File: config.mk
export PLATFORM = sky130hd
export DESIGN_NAME = next_pc_unit
export DESIGN_NICKNAME = d
export VERILOG_FILES = /design/src/rtl/next_pc_unit.sv
export SDC_FILE = /design/constraint.sdc
export NUM_CORES = 1
export LEC_CHECK = 0
export CORE_MARGIN = 3
export CORE_UTILIZATION = 40
export CTS_CLUSTER_DIAMETER = 120
export DETAILED_ROUTE_END_ITERATION = 6
export PLACE_DENSITY = 0.74
export SLEW_MARGIN = 15
export SYNTH_ARGS = -nofsm -noshare
export SYNTH_HDL_FRONTEND = slang
export SYNTH_SLANG_ARGS = --single-unit
File: constraint.sdc
create_clock -name Clk -period 2.2 [get_ports Clk]
set_input_delay 0.22 -clock Clk [delete_from_list [all_inputs] [get_ports Clk]]
set_output_delay 0.22 -clock Clk [all_outputs]
set_load 0.02 [all_outputs]
File: src/rtl/next_pc_unit.sv
// Next-PC selection with stall-tolerant redirect capture (IDLE/HOLD).
// Optional target alignment check: define NEXT_PC_ALIGN_CHECK_EN.
module next_pc_unit (
    input  logic        Clk,
    input  logic        Reset,
    input  logic [31:0] PCResult,
    input  logic        Stall,
    input  logic        BranchTaken,
    input  logic [31:0] BranchTarget,
    input  logic        JumpReg,
    input  logic [31:0] RegTarget,
    input  logic        Jump,
    input  logic [31:0] JumpTarget,
    output logic [31:0] Address,
    output logic        PCWrite,
    output logic        Flush,
    output logic        Pending,
    output logic [15:0] RedirectCount,
    output logic        MisalignErr
);

    typedef enum logic {IDLE, HOLD} state_t;

    state_t      state_q, state_d;
    logic [31:0] held_q, held_d;
    logic [15:0] cnt_q, cnt_d;
    logic        err_q, err_d;

    logic [31:0] pc_plus4;
    logic [31:0] live_tgt;
    logic [31:0] tgt;
    logic        live;
    logic        tgt_evt;
    logic        tgt_mis;

    function automatic logic [31:0] fix(input logic [31:0] t);
`ifdef NEXT_PC_ALIGN_CHECK_EN
        return {t[31:2], 2'b00};
`else
        return t;
`endif
    endfunction

    assign pc_plus4 = PCResult + 32'd4;
    assign live     = BranchTaken | JumpReg | Jump;
    assign live_tgt = BranchTaken ? BranchTarget :
                      JumpReg     ? RegTarget    : JumpTarget;

`ifdef NEXT_PC_ALIGN_CHECK_EN
    assign tgt_mis = |tgt[1:0];
`else
    assign tgt_mis = 1'b0;
`endif

    always_comb begin
        Address = pc_plus4;
        PCWrite = 1'b0;
        Flush   = 1'b0;
        state_d = state_q;
        held_d  = held_q;
        tgt     = live_tgt;
        tgt_evt = 1'b0;
        if (Reset) begin
            Address = 32'h0;
        end else begin
            unique case (state_q)
                IDLE: begin
                    if (!Stall) begin
                        PCWrite = 1'b1;
                        if (live) begin
                            Address = fix(live_tgt);
                            Flush   = 1'b1;
                            tgt_evt = 1'b1;
                        end
                    end else if (live) begin
                        state_d = HOLD;
                        held_d  = live_tgt;
                        tgt_evt = 1'b1;
                    end
                end
                HOLD: begin
                    // A newer resolved branch supersedes the held redirect
                    tgt     = BranchTaken ? BranchTarget : held_q;
                    Address = fix(tgt);
                    if (!Stall) begin
                        PCWrite = 1'b1;
                        Flush   = 1'b1;
                        state_d = IDLE;
                        tgt_evt = 1'b1;
                    end else if (BranchTaken) begin
                        held_d  = BranchTarget;
                        tgt_evt = 1'b1;
                    end
                end
            endcase
        end
    end

    always_comb begin
        cnt_d = cnt_q;
        if (PCWrite && Flush && cnt_q != 16'hFFFF)
            cnt_d = cnt_q + 16'd1;
        err_d = err_q | (tgt_evt & tgt_mis);
    end

    always_ff @(posedge Clk or posedge Reset) begin
        if (Reset) begin
            state_q <= IDLE;
            held_q  <= 32'h0;
            cnt_q   <= 16'h0;
            err_q   <= 1'b0;
        end else begin
            state_q <= state_d;
            held_q  <= held_d;
            cnt_q   <= cnt_d;
            err_q   <= err_d;
        end
    end

    assign Pending       = (state_q == HOLD);
    assign RedirectCount = cnt_q;
    assign MisalignErr   = err_q;

endmodule

==> flow_summary.json <==
{
  "synth_common_cells": "70 x nand2_1, 49 x dfrtp_1, 47 x o21ai_0",
  "vias": 5352,
  "ys_warn_count": 0,
  "grt_pass1_vias": 5367,
  "ys_seq_area_share_pct": 27.2,
  "cts-root-buf": "clkbuf_16",
  "finalHoldViolations": 0,
  "die_area_sq_um": 12600,
  "diodes": 0,
  "peakVddDrop_mv": 0.423,
  "tightest_slew_ps": 535,
  "antenna_left": 0,
  "fp.dieH_microns": 112,
  "cts_tree": "yes",
  "drt_pass1_iterations": 5,
  "fin_cells": 964,
  "vias_per_cell": 5.55,
  "synth_nets": 698,
  "antenna_found_initial": 0,
  "rsz0062_at_grt": "true",
  "drive_gt1_share_pct": 25.6,
  "p_sw_mw": 1.36,
  "syn_area_per_cell_sq_um": 8.01,
  "core_sq_um": 10900,
  "dp_cells": 953,
  "internal_power_mw": 2.34,
  "seq_power_share_pct": 33.4,
  "area_growth_syn_to_layout_pct": 65.4,
  "final_nets": 959,
  "synthArstFlopShare_pct": 100,
  "finalPower_mw": 3.70,
  "status": "finished clean",
  "grt_pass1_wl_mm": 26.9,
  "cp-end-kind": "output port",
  "cts_sinks": 49,
  "wl_mm": 16.9,
  "first_iter_violations": 308,
  "post-route-period-util_pct": 96.1,
  "yosys-top-cells-area": "dfrtp_1 27%, mux2i_1 7.1%, nand2_1 5.8%, o21ai_0 5.2%, a21oi_1 4.6%",
  "crit_path_start_kind": "input port",
  "leakagePower_nw": 3.26,
  "critPathRequiredTime_ps": 1980,
  "crit_arrival_ps": 1890,
  "synth_top_area_cell": "dfrtp_1",
  "clk_pin_slew_ps": 80,
  "synth_cell_types": 61,
  "yosysMostFrequentCell": "nand2_1",
  "pwr-share-comb_pct": 44.7,
  "p_per_area_nw_per_um2": 496,
  "maxSlewViolCount": 0,
  "synth_edf_count": 0,
  "ys.flop_type": "dfrtp_1",
  "grt_overflow": 0,
  "gp_congestion": 0.999,
  "maxCapViolCount": 0,
  "syn_area_sq_um": 4500,
  "skew_ps": 5.31,
  "numCtsBuffers": 5,
  "rows": 38,
  "syn_inst": 562,
  "cts_buffer_depth": 2,
  "synth_top_area_share_pct": 27.2,
  "crit_path_max_fanout": 4,
  "layout_min_cycle_time_ps": 2110,
  "grt_start_max_net_pins": 35,
  "cts_max_level": 2,
  "wl_per_cell_microns": 17.6,
  "insertion_delay_ps": 290,
  "post-route-util_pct": 68.1,
  "slew_headroom_pct": 64.1,
  "p_clk_share_pct": 21.9,
  "start_util_pct": 41.2,
  "dieWidth_microns": 112,
  "max_freq_mhz": 473,
  "setup_viol": 0,
  "hpwlAfterDp_mm": 13.7,
  "crit_type": "in -> out",
  "drc": 0,
  "io_buffers": 184,
  "io_pins": 186,
  "min_path_type": "in -> async",
  "sw_frac_of_total_pct": 36.7,
  "grt_use_total_pct": 26.0,
  "synth-seq-cells": 49
}
## worst max-delay path, stage by stage
cell           delay (ps)
dlygate4sd2_1         260
nand4_1               150
buf_6                 160
nor4_4                250
nand3_1               140
xor2_1                200
a221oi_2              290
buf_2                 220
## path summary, 6_finish.rpt
check	startpoint	end	slack [ps]	depth (start not counted)
setup / recovery	PCResult[10]	Address[25]	90	8
hold / removal	Reset	held_q[10]	350	3
setup reg to reg	Pending	held_q[7]	120	5
hold reg to reg	held_q[4]	held_q[4]	480	2
max in group asynchronous	Reset	RedirectCount[11]	1270	4
min in group Clk	held_q[4]	held_q[4]	480	2
## cells by family (layout without fill, tap and decap cells)
logic type	after synthesis	after routing	share of synthesized area, %
flops	49	49	27.2
xor+xnor	40	40	7.78
buf+inv	50	312	5.03
other cells	1	1	0.0833
fa+ha+maj	2	2	0.555
compound gates	166	166	24.0
simple gates	209	209	25.0
mux	45	45	10.4
## routing by layer
metal	vias to the layer above	wire (microns)	track usage, %
li1	2570	-	-
met1	2534	6860	33.2
met2	217	8440	44.7
met3	31	1210	4.85
met4	0	419	8.09
met5	-	0	0
## power groups by stage
stage	logic, mW	clock network, mW	registers (mW)
finish	1.65	0.811	1.24
floorplan	0.767	0	1.27
CTS	1.64	0.830	1.24
detailed placement	1.66	0	1.25
global route	1.79	0.863	1.26
global placement	1.62	0	1.24
## area by class of cell
class / count / area [sq um]
clock buffers: 5 / 125
clock inverters: 3 / 26.3
fillers: 929 / 3490
inverters: 10 / 41.3
multi-input cells: 463 / 3230
flip-flops and latches: 49 / 1230
well taps: 140 / 175
repair buffers: 294 / 2620
## sequential cells by signal, summed over array words and instances, names as in the netlist
signal,flops
Pending,1
RedirectCount,16
held_q,32
## per-stage QoR
stage	setup TNS, ps	instance area, sq um	setup slack, ps	hold slack [ps]
after floorplan	0	4520	1.84	359
after global placement	-15420	7190	-675	465
after detailed placement	-16390	7190	-688	471
after CTS	0	7400	3.22	340
after global routing	-1.25	7450	-1.25	374
final	0	7450	85.2	345
## cell usage in the layout, fill, tap and decap left out, drive strengths merged, types with 26 or more instances in the layout
cell type,synthesis,routed
clkdlybuf4s50,0,123
o21ai,48,48
nor2,28,28
dfrtp,49,49
mux2i,32,32
nand2,70,70
nand3,26,26
a21oi,41,41
buf,24,131
## timing repair
item                       CTS  global route
hold buffers                 0             0
gates resized for setup    163            36
pin swaps                   18             8
setup endpoints to repair   33            25
buffers inserted             3             0
Note: power is estimated with default switching activity, not from simulation.
